**src/rtl/alarm_controller_if.sv**
```systemverilog
// Signal bundle between the alarm controller and its surroundings
// (switch synchronisers, countdown timer, siren and display logic).
interface alarm_controller_if;
  logic       ignition;
  logic       door_driver;
  logic       door_pass;
  logic       reprogram;
  logic [1:0] time_param_sel;
  logic [3:0] time_value;
  logic       expired;
  logic       one_hz_enable;
  logic       start_timer;
  logic [3:0] value;
  logic       siren;
  logic       status_led;
  logic [2:0] fsm_state;

  modport master (
    output ignition, door_driver, door_pass, reprogram, time_param_sel,
           time_value, expired, one_hz_enable,
    input  start_timer, value, siren, status_led, fsm_state
  );

  modport slave (
    input  ignition, door_driver, door_pass, reprogram, time_param_sel,
           time_value, expired, one_hz_enable,
    output start_timer, value, siren, status_led, fsm_state
  );
endinterface

```
**src/rtl/alarm_controller.sv**
```systemverilog
// Car alarm controller: arms/triggers/sounds based on ignition and doors,
// drives the countdown timer and holds the programmable delay table.
module alarm_controller #(
  parameter logic [3:0] T_ARM_DEF   = 4'd6,
  parameter logic [3:0] T_DRV_DEF   = 4'd8,
  parameter logic [3:0] T_PASS_DEF  = 4'd15,
  parameter logic [3:0] T_ALARM_DEF = 4'd10
) (
  input logic               clock,
  input logic               reset,
  alarm_controller_if.slave bus
);

  typedef enum logic [2:0] {
    ST_ARMED      = 3'd0,
    ST_TRIGGERED  = 3'd1,
    ST_SOUND      = 3'd2,
    ST_DISARMED   = 3'd3,
    ST_WAIT_OPEN  = 3'd4,
    ST_WAIT_CLOSE = 3'd5,
    ST_ARM_DELAY  = 3'd6
  } state_e;

  localparam logic [1:0] SEL_ARM   = 2'd0;
  localparam logic [1:0] SEL_DRV   = 2'd1;
  localparam logic [1:0] SEL_PASS  = 2'd2;
  localparam logic [1:0] SEL_ALARM = 2'd3;

  function automatic logic [3:0] clamp_time(input logic [3:0] v);
    return (v == 4'd0) ? 4'd1 : v;
  endfunction

  state_e          state_q, state_d;
  logic            start_q, start_d;
  logic            start_dly_q;
  logic [3:0]      value_q, value_d;
  logic            siren_q, siren_d;
  logic [3:0][3:0] tbl_q, tbl_d;
  logic            exp_ok_s;
  logic            led_s;

  // An expired pulse cannot belong to a countdown started this cycle or last cycle.
  assign exp_ok_s = bus.expired & ~start_q & ~start_dly_q;

  // Next-state, timer-load and table-write decision.
  always_comb begin
    state_d = state_q;
    start_d = 1'b0;
    value_d = value_q;
    tbl_d   = tbl_q;
    if (bus.reprogram) begin
      tbl_d[bus.time_param_sel] = clamp_time(bus.time_value);
      state_d = ST_ARMED;
    end else if (bus.ignition) begin
      state_d = ST_DISARMED;
    end else begin
      case (state_q)
        ST_ARMED: begin
          if (bus.door_driver) begin
            state_d = ST_TRIGGERED;
            start_d = 1'b1;
            value_d = tbl_q[SEL_DRV];
          end else if (bus.door_pass) begin
            state_d = ST_TRIGGERED;
            start_d = 1'b1;
            value_d = tbl_q[SEL_PASS];
          end else begin
            state_d = ST_ARMED;
          end
        end
        ST_TRIGGERED: begin
          if (exp_ok_s) begin
            state_d = ST_SOUND;
            start_d = 1'b1;
            value_d = tbl_q[SEL_ALARM];
          end else begin
            state_d = ST_TRIGGERED;
          end
        end
        ST_SOUND: begin
          if (exp_ok_s && (bus.door_driver || bus.door_pass)) begin
            start_d = 1'b1;
            value_d = tbl_q[SEL_ALARM];
          end else if (exp_ok_s) begin
            state_d = ST_ARMED;
          end else begin
            state_d = ST_SOUND;
          end
        end
        ST_DISARMED:  state_d = ST_WAIT_OPEN;
        ST_WAIT_OPEN: begin
          if (bus.door_driver) state_d = ST_WAIT_CLOSE;
          else                 state_d = ST_WAIT_OPEN;
        end
        ST_WAIT_CLOSE: begin
          if (!bus.door_driver) begin
            state_d = ST_ARM_DELAY;
            start_d = 1'b1;
            value_d = tbl_q[SEL_ARM];
          end else begin
            state_d = ST_WAIT_CLOSE;
          end
        end
        ST_ARM_DELAY: begin
          if (bus.door_driver) state_d = ST_WAIT_CLOSE;
          else if (exp_ok_s)   state_d = ST_ARMED;
          else                 state_d = ST_ARM_DELAY;
        end
        default: state_d = ST_ARMED;
      endcase
    end
    siren_d = (state_d == ST_SOUND);
  end

  // State, timer handshake, siren and delay-table registers.
  always_ff @(posedge clock or negedge reset) begin
    if (!reset) begin
      state_q     <= ST_ARMED;
      start_q     <= 1'b0;
      start_dly_q <= 1'b0;
      value_q     <= 4'd0;
      siren_q     <= 1'b0;
      tbl_q       <= {T_ALARM_DEF, T_PASS_DEF, T_DRV_DEF, T_ARM_DEF};
    end else begin
      state_q     <= state_d;
      start_q     <= start_d;
      start_dly_q <= start_q;
      value_q     <= value_d;
      siren_q     <= siren_d;
      tbl_q       <= tbl_d;
    end
  end

  // Indicator: blinks while armed, solid while an intrusion is in progress.
  always_comb begin
    case (state_q)
      ST_ARMED:     led_s = bus.one_hz_enable;
      ST_TRIGGERED: led_s = 1'b1;
      ST_SOUND:     led_s = 1'b1;
      default:      led_s = 1'b0;
    endcase
  end

  assign bus.start_timer = start_q;
  assign bus.value       = value_q;
  assign bus.siren       = siren_q;
  assign bus.status_led  = led_s;
  assign bus.fsm_state   = state_q;

endmodule

```
**src/flat_wrapper.sv**
```systemverilog
// flat-port wrapper written by rule: the top's interface ports become plain ports
module alarm_controller_flat 
#(
  parameter logic [3:0] T_ARM_DEF   = 4'd6,
  parameter logic [3:0] T_DRV_DEF   = 4'd8,
  parameter logic [3:0] T_PASS_DEF  = 4'd15,
  parameter logic [3:0] T_ALARM_DEF = 4'd10
)
  (clock, reset, bus_ignition, bus_door_driver, bus_door_pass, bus_reprogram, bus_time_param_sel, bus_time_value, bus_expired, bus_one_hz_enable, bus_start_timer, bus_value, bus_siren, bus_status_led, bus_fsm_state);
  alarm_controller_if bus_i ();
  input logic clock;
  input logic reset;
  input wire logic [$bits(bus_i.ignition)-1:0] bus_ignition;
  input wire logic [$bits(bus_i.door_driver)-1:0] bus_door_driver;
  input wire logic [$bits(bus_i.door_pass)-1:0] bus_door_pass;
  input wire logic [$bits(bus_i.reprogram)-1:0] bus_reprogram;
  input wire logic [$bits(bus_i.time_param_sel)-1:0] bus_time_param_sel;
  input wire logic [$bits(bus_i.time_value)-1:0] bus_time_value;
  input wire logic [$bits(bus_i.expired)-1:0] bus_expired;
  input wire logic [$bits(bus_i.one_hz_enable)-1:0] bus_one_hz_enable;
  output wire logic [$bits(bus_i.start_timer)-1:0] bus_start_timer;
  output wire logic [$bits(bus_i.value)-1:0] bus_value;
  output wire logic [$bits(bus_i.siren)-1:0] bus_siren;
  output wire logic [$bits(bus_i.status_led)-1:0] bus_status_led;
  output wire logic [$bits(bus_i.fsm_state)-1:0] bus_fsm_state;
  assign bus_i.ignition = bus_ignition;
  assign bus_i.door_driver = bus_door_driver;
  assign bus_i.door_pass = bus_door_pass;
  assign bus_i.reprogram = bus_reprogram;
  assign bus_i.time_param_sel = bus_time_param_sel;
  assign bus_i.time_value = bus_time_value;
  assign bus_i.expired = bus_expired;
  assign bus_i.one_hz_enable = bus_one_hz_enable;
  assign bus_start_timer = bus_i.start_timer;
  assign bus_value = bus_i.value;
  assign bus_siren = bus_i.siren;
  assign bus_status_led = bus_i.status_led;
  assign bus_fsm_state = bus_i.fsm_state;
  alarm_controller #(.T_ARM_DEF(T_ARM_DEF), .T_DRV_DEF(T_DRV_DEF), .T_PASS_DEF(T_PASS_DEF), .T_ALARM_DEF(T_ALARM_DEF)) u_core (.clock(clock), .reset(reset), .bus(bus_i));
endmodule
```
**config.mk**
```make
export PLATFORM = sky130hd
export DESIGN_NAME = alarm_controller_flat
export DESIGN_NICKNAME = d
export VERILOG_FILES = /design/src/rtl/alarm_controller_if.sv /design/src/rtl/alarm_controller.sv /design/src/flat_wrapper.sv
export SDC_FILE = /design/constraint.sdc
export NUM_CORES = 1
export LEC_CHECK = 0
export ABC_CLOCK_PERIOD_IN_PS = 2100
export BUFFER_PORTS_ARGS = -buffer_cell sky130_fd_sc_hd__buf_4
export CORE_AREA = 2 2 51 53
export CTS_BUF_LIST = sky130_fd_sc_hd__clkbuf_4 sky130_fd_sc_hd__clkbuf_8
export DETAILED_ROUTE_END_ITERATION = 8
export DIE_AREA = 0 0 53 55
export PLACE_DENSITY = 0.89
export SYNTH_ARGS = -nofsm -noshare
export SYNTH_HDL_FRONTEND = slang
export SYNTH_SLANG_ARGS = --single-unit
```
**constraint.sdc**
```tcl
create_clock -name clock -period 2.1 [get_ports clock]
set_input_delay 0.42 -clock clock [delete_from_list [all_inputs] [get_ports clock]]
set_output_delay 0.42 -clock clock [all_outputs]
set_load 0.01 [all_outputs]
```
==> metrics, run 1 <==
status=completed; CP endpoint kind=primary output; Syn Area/Cell=11.0 µm²; met3 usage=0.0161; total CTS buffers=3; share of layout cells above drive strength 1=0.444; H-Tree Level Count=1; clock skew=9.40 ps; wire per inst=14.4 µm; commonest non-fill, non-tap cell in the layout=buf_4; final setup vio count=0; Unique masters post-synth=31; VDD IR-drop max=0.000624 V; Synth Instances=119; vias=989; width of the die=53 µm; met2 global-route usage=0.377; leakage power=0.665 nW; Cell Area, Synth=1310 µm²; type of the most critical hold path=in2reg; Root Driver=clkbuf_4; Crit Path Max Fanout=9; final worst-path cycle share=0.898; vias per std cell=5.68; Longest Clk Path Bufs=2; Critical Path AT=1470 ps; first drt pass iteration count=4; IO buf count=23; Syn Nets=133; vias in the first global route=934; Post-CTS Setup Inserts=0; count of state elements after synthesis=26; Slew HR=0.762; Max Freq=530 MHz; Power, Total=0.00129 W; core box area=2360 µm²; wire length of the first global-routing pass=4060 µm; GRT Total Usage=0.193; M1 GR Usage=0.224; GR Overflow Total=0; Slew @ Worst Pin=358 ps; placed inst area=1500 µm²; WS Path Type=reg2out; FP Rows=18; drt drc=0; Layout area overhead=18.3%; most frequent cells in the layout=buf_4 (26), mux2_2 (20), dfrtp_1 (16); Slew Viols, Final=0; IO Pins=24; max cap viols=0; FILL cells=191; die area=2920 µm²; post-synth top area share=0.326; drt first-iter violations=13; pin count of the biggest net entering global routing=27; CTS sink cnt=26; DRT antenna net count=0; post-layout util=0.653; initial antenna violation count=0; Final Hold Fails=0; post-DP HPWL=1960 µm; Diodes inserted=0; post-layout minimum cycle time=1890 ps; Startpoint Class=register; total negative slack=0 ps; DRT Wirelength=2500 µm; gpl congestion=0.830; PD cells=833 nW/µm²; grt peak-use layer=met2; post-synth top area cell=dfrtp_1; WP data required=1680 ps; Seq/Total Area, Yosys=0.507; Syn. warnings=0; CTS tree=built; design area=1550 µm²; Reg clk slew, reported paths=130 ps; RSZ-0062 raised after global routing=false; die height=55 µm; Area contributors post-synth=dfrtp_1 (33%), dfstp_2 (18%), mux2_2 (17%), a21oi_1 (3.4%), nor2_1 (2.9%); worst skew pair latency=310 ps; Initial Util=0.552; fin nets=159
-- through the flow --
step | worst slack [ps] | std cells | hold slack (ps)
after floorplan | 461 | 119 | 124
after global placement | 300 | 169 | 331
after detailed placement | 150 | 169 | 340
after CTS | 109 | 174 | 277
after global routing | 123 | 174 | 272
final | 214 | 174 | 282
-- metal layers --
metal,share of wire,wire length (µm)
met5,0,0
met2,0.53,1320
met1,0.42,1040
met4,0.0068,17
met3,0.047,117
-- critical path: stages (launching register included) --
cell     delay [ps]
dfrtp_1         470
buf_4           200
a21oi_1         200
o31a_1          160
buf_4           110
-- worst paths after layout --
path                                         start                      end  slack (ps)  cells past startpoint
max                        u_core.bus.fsm_state[1]           bus_status_led         210                      4
min                                   bus_ignition  u_core.bus.fsm_state[2]         280                      2
max reg2reg                u_core.bus.fsm_state[0]      u_core.bus.value[3]         270                      5
min reg2reg                 u_core.bus.start_timer       u_core.start_dly_q         440                      0
max in group asynchronous                    reset          u_core.tbl_q[1]        1280                      2
min in group asynchronous                    reset          u_core.tbl_q[5]         520                      2
-- synthesized netlist by cell type --
master,n
o21bai_1,1
o31a_1,1
buf_4,1
buf_6,1
nor3b_2,1
nand2b_1,2
dfrtp_1,17
o22ai_1,6
nor4_1,1
a221oi_4,1
inv_2,1
mux2_2,20
nor2_2,1
nor2b_1,1
nand2_1,9
clkbuf_1,3
a21oi_1,9
nor3_1,2
or3_1,4
o21ai_0,7
nand3b_1,2
a2bb2oi_1,1
dfstp_2,9
clkbuf_2,1
o22a_1,1
inv_1,2
nor2_1,10
o221ai_1,1
nand3_1,1
nor3b_1,1
xor2_1,1
-- cells by family (layout without fill, tap and decap cells) --
group / count (synthesis) / count (layout) / share of synthesized area
AND/OR/NAND/NOR: 35 / 35 / 0.136
AO/OA/AOI/OAI: 28 / 28 / 0.143
flip-flops: 26 / 26 / 0.507
multiplexers: 20 / 20 / 0.172
buffers and inverters: 9 / 34 / 0.0354
XOR/XNOR: 1 / 1 / 0.00671
-- power breakdown --
group	leakage (nW)	internal [W]	switching, W
Sequential	0.303	0.000627	0.0000656
Combinational	0.344	0.000207	0.000166
Clock	0.0184	0.0000871	0.000134
-- state kept, by name, summed over array words and instances, names as in the netlist --
register,cells
u_core.tbl_q,16
u_core.bus.value,4
u_core.bus.fsm_state,3
u_core.bus.siren,1
u_core.bus.start_timer,1
u_core.start_dly_q,1
-- area by class of cell --
type	count	area [µm²]	area share
sequential	26	663	0.429
multi-input combinational	84	598	0.387
clock buffer	4	30.0	0.0194
timing repair buffer	27	205	0.133
inverter	3	11.3	0.00729
tap	30	37.5	0.0243
-- timing repair --
action,CTS,global route
hold endpoints to repair,17,0
setup endpoints to repair,0,3
gates resized for setup,0,1
hold buffers,1,0
(Power assumes the default switching activity.)
==> inputs of run 2 (changes only) <==
ABC_AREA = 1   (was default)
CORE_AREA = 2 2 52 54   (was 2 2 51 53)
DIE_AREA = 0 0 54 56   (was 0 0 53 55)
PLACE_DENSITY = 0.85   (was 0.89)
==> run 2 against run 1 <==
Net effect: final cell count grew 30%; sequential power shrank 4.5%; sequential share of layout area shrank 0.73 points; critical path type unchanged; largest cell class unchanged.
==> metrics, run 2 <==
status=completed; Longest Clk Path Bufs=2 (unchanged); fin nets=212 (+33%); flop2flop setup slack=630 ps (+360 ps); IO Pins=24 (unchanged); synth cell count leaders=nand2_1 (66), inv_1 (19), dfrtp_1 (17), o21ai_0 (17), nand3_1 (14); Syn Area/Cell=7.65 µm² (-30%); Slew HR=0.783 (+0.0210); vias in the first global route=1184 (+27%); WP data required=1680 ps (about the same); CTS sink cnt=26 (unchanged); Diodes inserted=0 (unchanged); Initial Util=0.531 (-0.0210); max cap viols=0 (unchanged); Final Hold Fails=0 (unchanged); largest family of logic cells by synthesized area=simple AND/OR/NAND/NOR gates; multi-input logic area=559 µm² (-6.5%); FILL cells=234 (+23%); post-DP HPWL=2340 µm (+20%); final worst-path cycle share=0.946 (+0.0479); RSZ-0062 raised after global routing=false; Cell Area, Synth=1290 µm² (-1.1%); max FFs per register=16 (unchanged); Reg area=662 µm² (-0.19%); commonest non-fill, non-tap cell in the layout=nand2_1; Top FF cell, synth=dfrtp_1; worst skew pair latency=320 ps (about the same); Post-Synth XOR/XNOR Area=0 (-0.00670); Max Freq=503 MHz (-5.1%); clock skew=8.32 ps (-1.08 ps); mux share of post-synthesis cell area=0 (-0.172); pin count of the biggest net entering global routing=27 (unchanged); FP Rows=18 (unchanged); CP Launch Point=u_core.bus.fsm_state[0]; GR Overflow Total=0 (unchanged); Root Driver=clkbuf_4; H-Tree Level Count=1 (unchanged); gpl congestion=0.799 (-3.7%); Critical Path AT=1570 ps (+100 ps); share of layout cells above drive strength 1=0.249 (-0.196); Slew Viols, Final=0 (unchanged); Startpoint Class=register; die height=56 µm (+1.8%); Reg clk slew, reported paths=130 ps (about the same); Unique masters post-synth=19 (-39%); post-layout minimum cycle time=1990 ps (+101 ps); Synth Area in Simple Gates=0.330 (+0.194); Syn. warnings=0 (unchanged); drt first-iter violations=24 (+11); ys async rst share=1.00 (unchanged); Seq/Total Area, Yosys=0.512 (+0.00540); complex-gate fraction of the synthesized area=0.0997 (-0.0430); Syn Nets=183 (+38%); width of the die=54 µm (+1.9%); post-layout util=0.645 (-0.00838); Post-synth EDFFs=0 (unchanged); WS Path Type=reg2out; CP endpoint kind=primary output; type of the most critical hold path=in2reg; drt drc=0 (unchanged); vias per std cell=5.20 (-8.5%); total CTS buffers=3 (unchanged); Area contributors post-synth=dfrtp_1 (33%), nand2_1 (19%), dfstp_2 (18%), o21ai_0 (6.6%), inv_1 (5.5%); vias=1181 (+19%); most frequent cells in the layout=nand2_1 (66), buf_4 (23), inv_1 (19); wire per inst=13.4 µm (-6.6%); Synth Instances=169 (+42%); final setup vio count=0 (unchanged); count of state elements after synthesis=26 (unchanged); Layout area overhead=21.4%; post-synth top area cell=dfrtp_1; worst r2r src=u_core.bus.fsm_state[0]; GRT Total Usage=0.218 (+0.0242); initial antenna violation count=0 (unchanged); Reg2Reg Depth=8 (+3); Min Hold Slack=396 ps (+114 ps); PD cells=835 nW/µm² (+0.22%); leakage power=0.848 nW (+27%); Biggest register=u_core.tbl_q; total negative slack=0 ps (unchanged); VDD IR-drop max=0.000630 V (+1.0%); Setup crit end=bus_status_led; post-synth top area share=0.329 (+0.00347); wire length of the first global-routing pass=4960 µm (+22%); Crit Path Max Fanout=6 (-3); die area=3020 µm² (+3.7%); core box area=2430 µm² (+2.9%); Critical R2R Capture=u_core.bus.value[2]; Slew @ Worst Pin=325 ps (-33.0 ps); CTS tree=built; DRT Wirelength=3050 µm (+22%); count leader, synth=nand2_1; IO buf count=23 (unchanged); first drt pass iteration count=4 (unchanged); Synth Area in Adders=0 (unchanged); DRT antenna net count=0 (unchanged)
-- run 2: metal layers --
layer / global-route usage / vias to the layer above / part of all wire
met3: 0.0323 / 4 / 0.047
met5: 0 / - / 0
met1: 0.269 / 548 / 0.42
met2: 0.385 / 40 / 0.53
met4: 0.0536 / 0 / 0.0075
li1: - / 589 / -
-- run 2: cell families (layout without fill, tap and decap cells) --
family	count (synthesis)	in the layout
buffers and inverters	20	48
AO/OA/AOI/OAI	23	23
AND/OR/NAND/NOR	100	100
flip-flops	26	26
-- run 2: repair_timing --
item / 4_1_cts / 5_1_grt
hold endpoints to repair: 17 / 0
setup endpoints to repair: 0 / 1
hold buffers: 1 / 0
gates resized for setup: 0 / 1
buffers inserted: 0 / 0
-- run 2: worst min path at each step --
stage	start	endpoint	slack, ps	cells past startpoint
finish	bus_reprogram	u_core.bus.fsm_state[0]	400	4
global route	bus_reprogram	u_core.bus.fsm_state[0]	390	4
CTS	bus_ignition	u_core.bus.siren	390	4
detailed placement	reset	u_core.bus.fsm_state[2]	340	1
global placement	reset	u_core.bus.siren	330	1
floorplan	reset	u_core.bus.fsm_state[0]	120	0
-- run 2: worst max-delay path, cell delays in order (launching register included) --
cell and delay (ps):
dfrtp_1 470, inv_1 110, nand2_1 130, a21oi_2 300
a21o_2 130, buf_4 110
-- run 2: stage by stage --
step | cells | setup WS, ps | power (W) | area [µm²]
6_report | 227 | 114 | 0.00131 | 1570
4_1_cts | 227 | 44.8 | 0.00131 | 1570
3_3_place_gp | 222 | 527 | 0.000957 | 1500
2_1_floorplan | 169 | 631 | 0.000833 | 1290
3_5_place_dp | 222 | 415 | 0.000976 | 1500
5_1_grt | 227 | 30.6 | 0.00139 | 1570
-- run 2: cell type report --
type                       count  area share
sequential                    26       0.422
multi-input combinational    123       0.356
timing repair buffer          24       0.116
inverter                      20      0.0478
tap                           30      0.0239
clock inverter                 1      0.0191
clock buffer                   3      0.0144
-- run 2: report_power, final --
| part | switching, W | internal [W] | total, W |
|---|---|---|---|
| Clock | 0.000146 | 0.000193 | 0.000339 |
| Sequential | 0.0000561 | 0.000606 | 0.000662 |
| Combinational | 0.000175 | 0.000135 | 0.000310 |
| Total | 0.000377 | 0.000933 | 0.00131 |
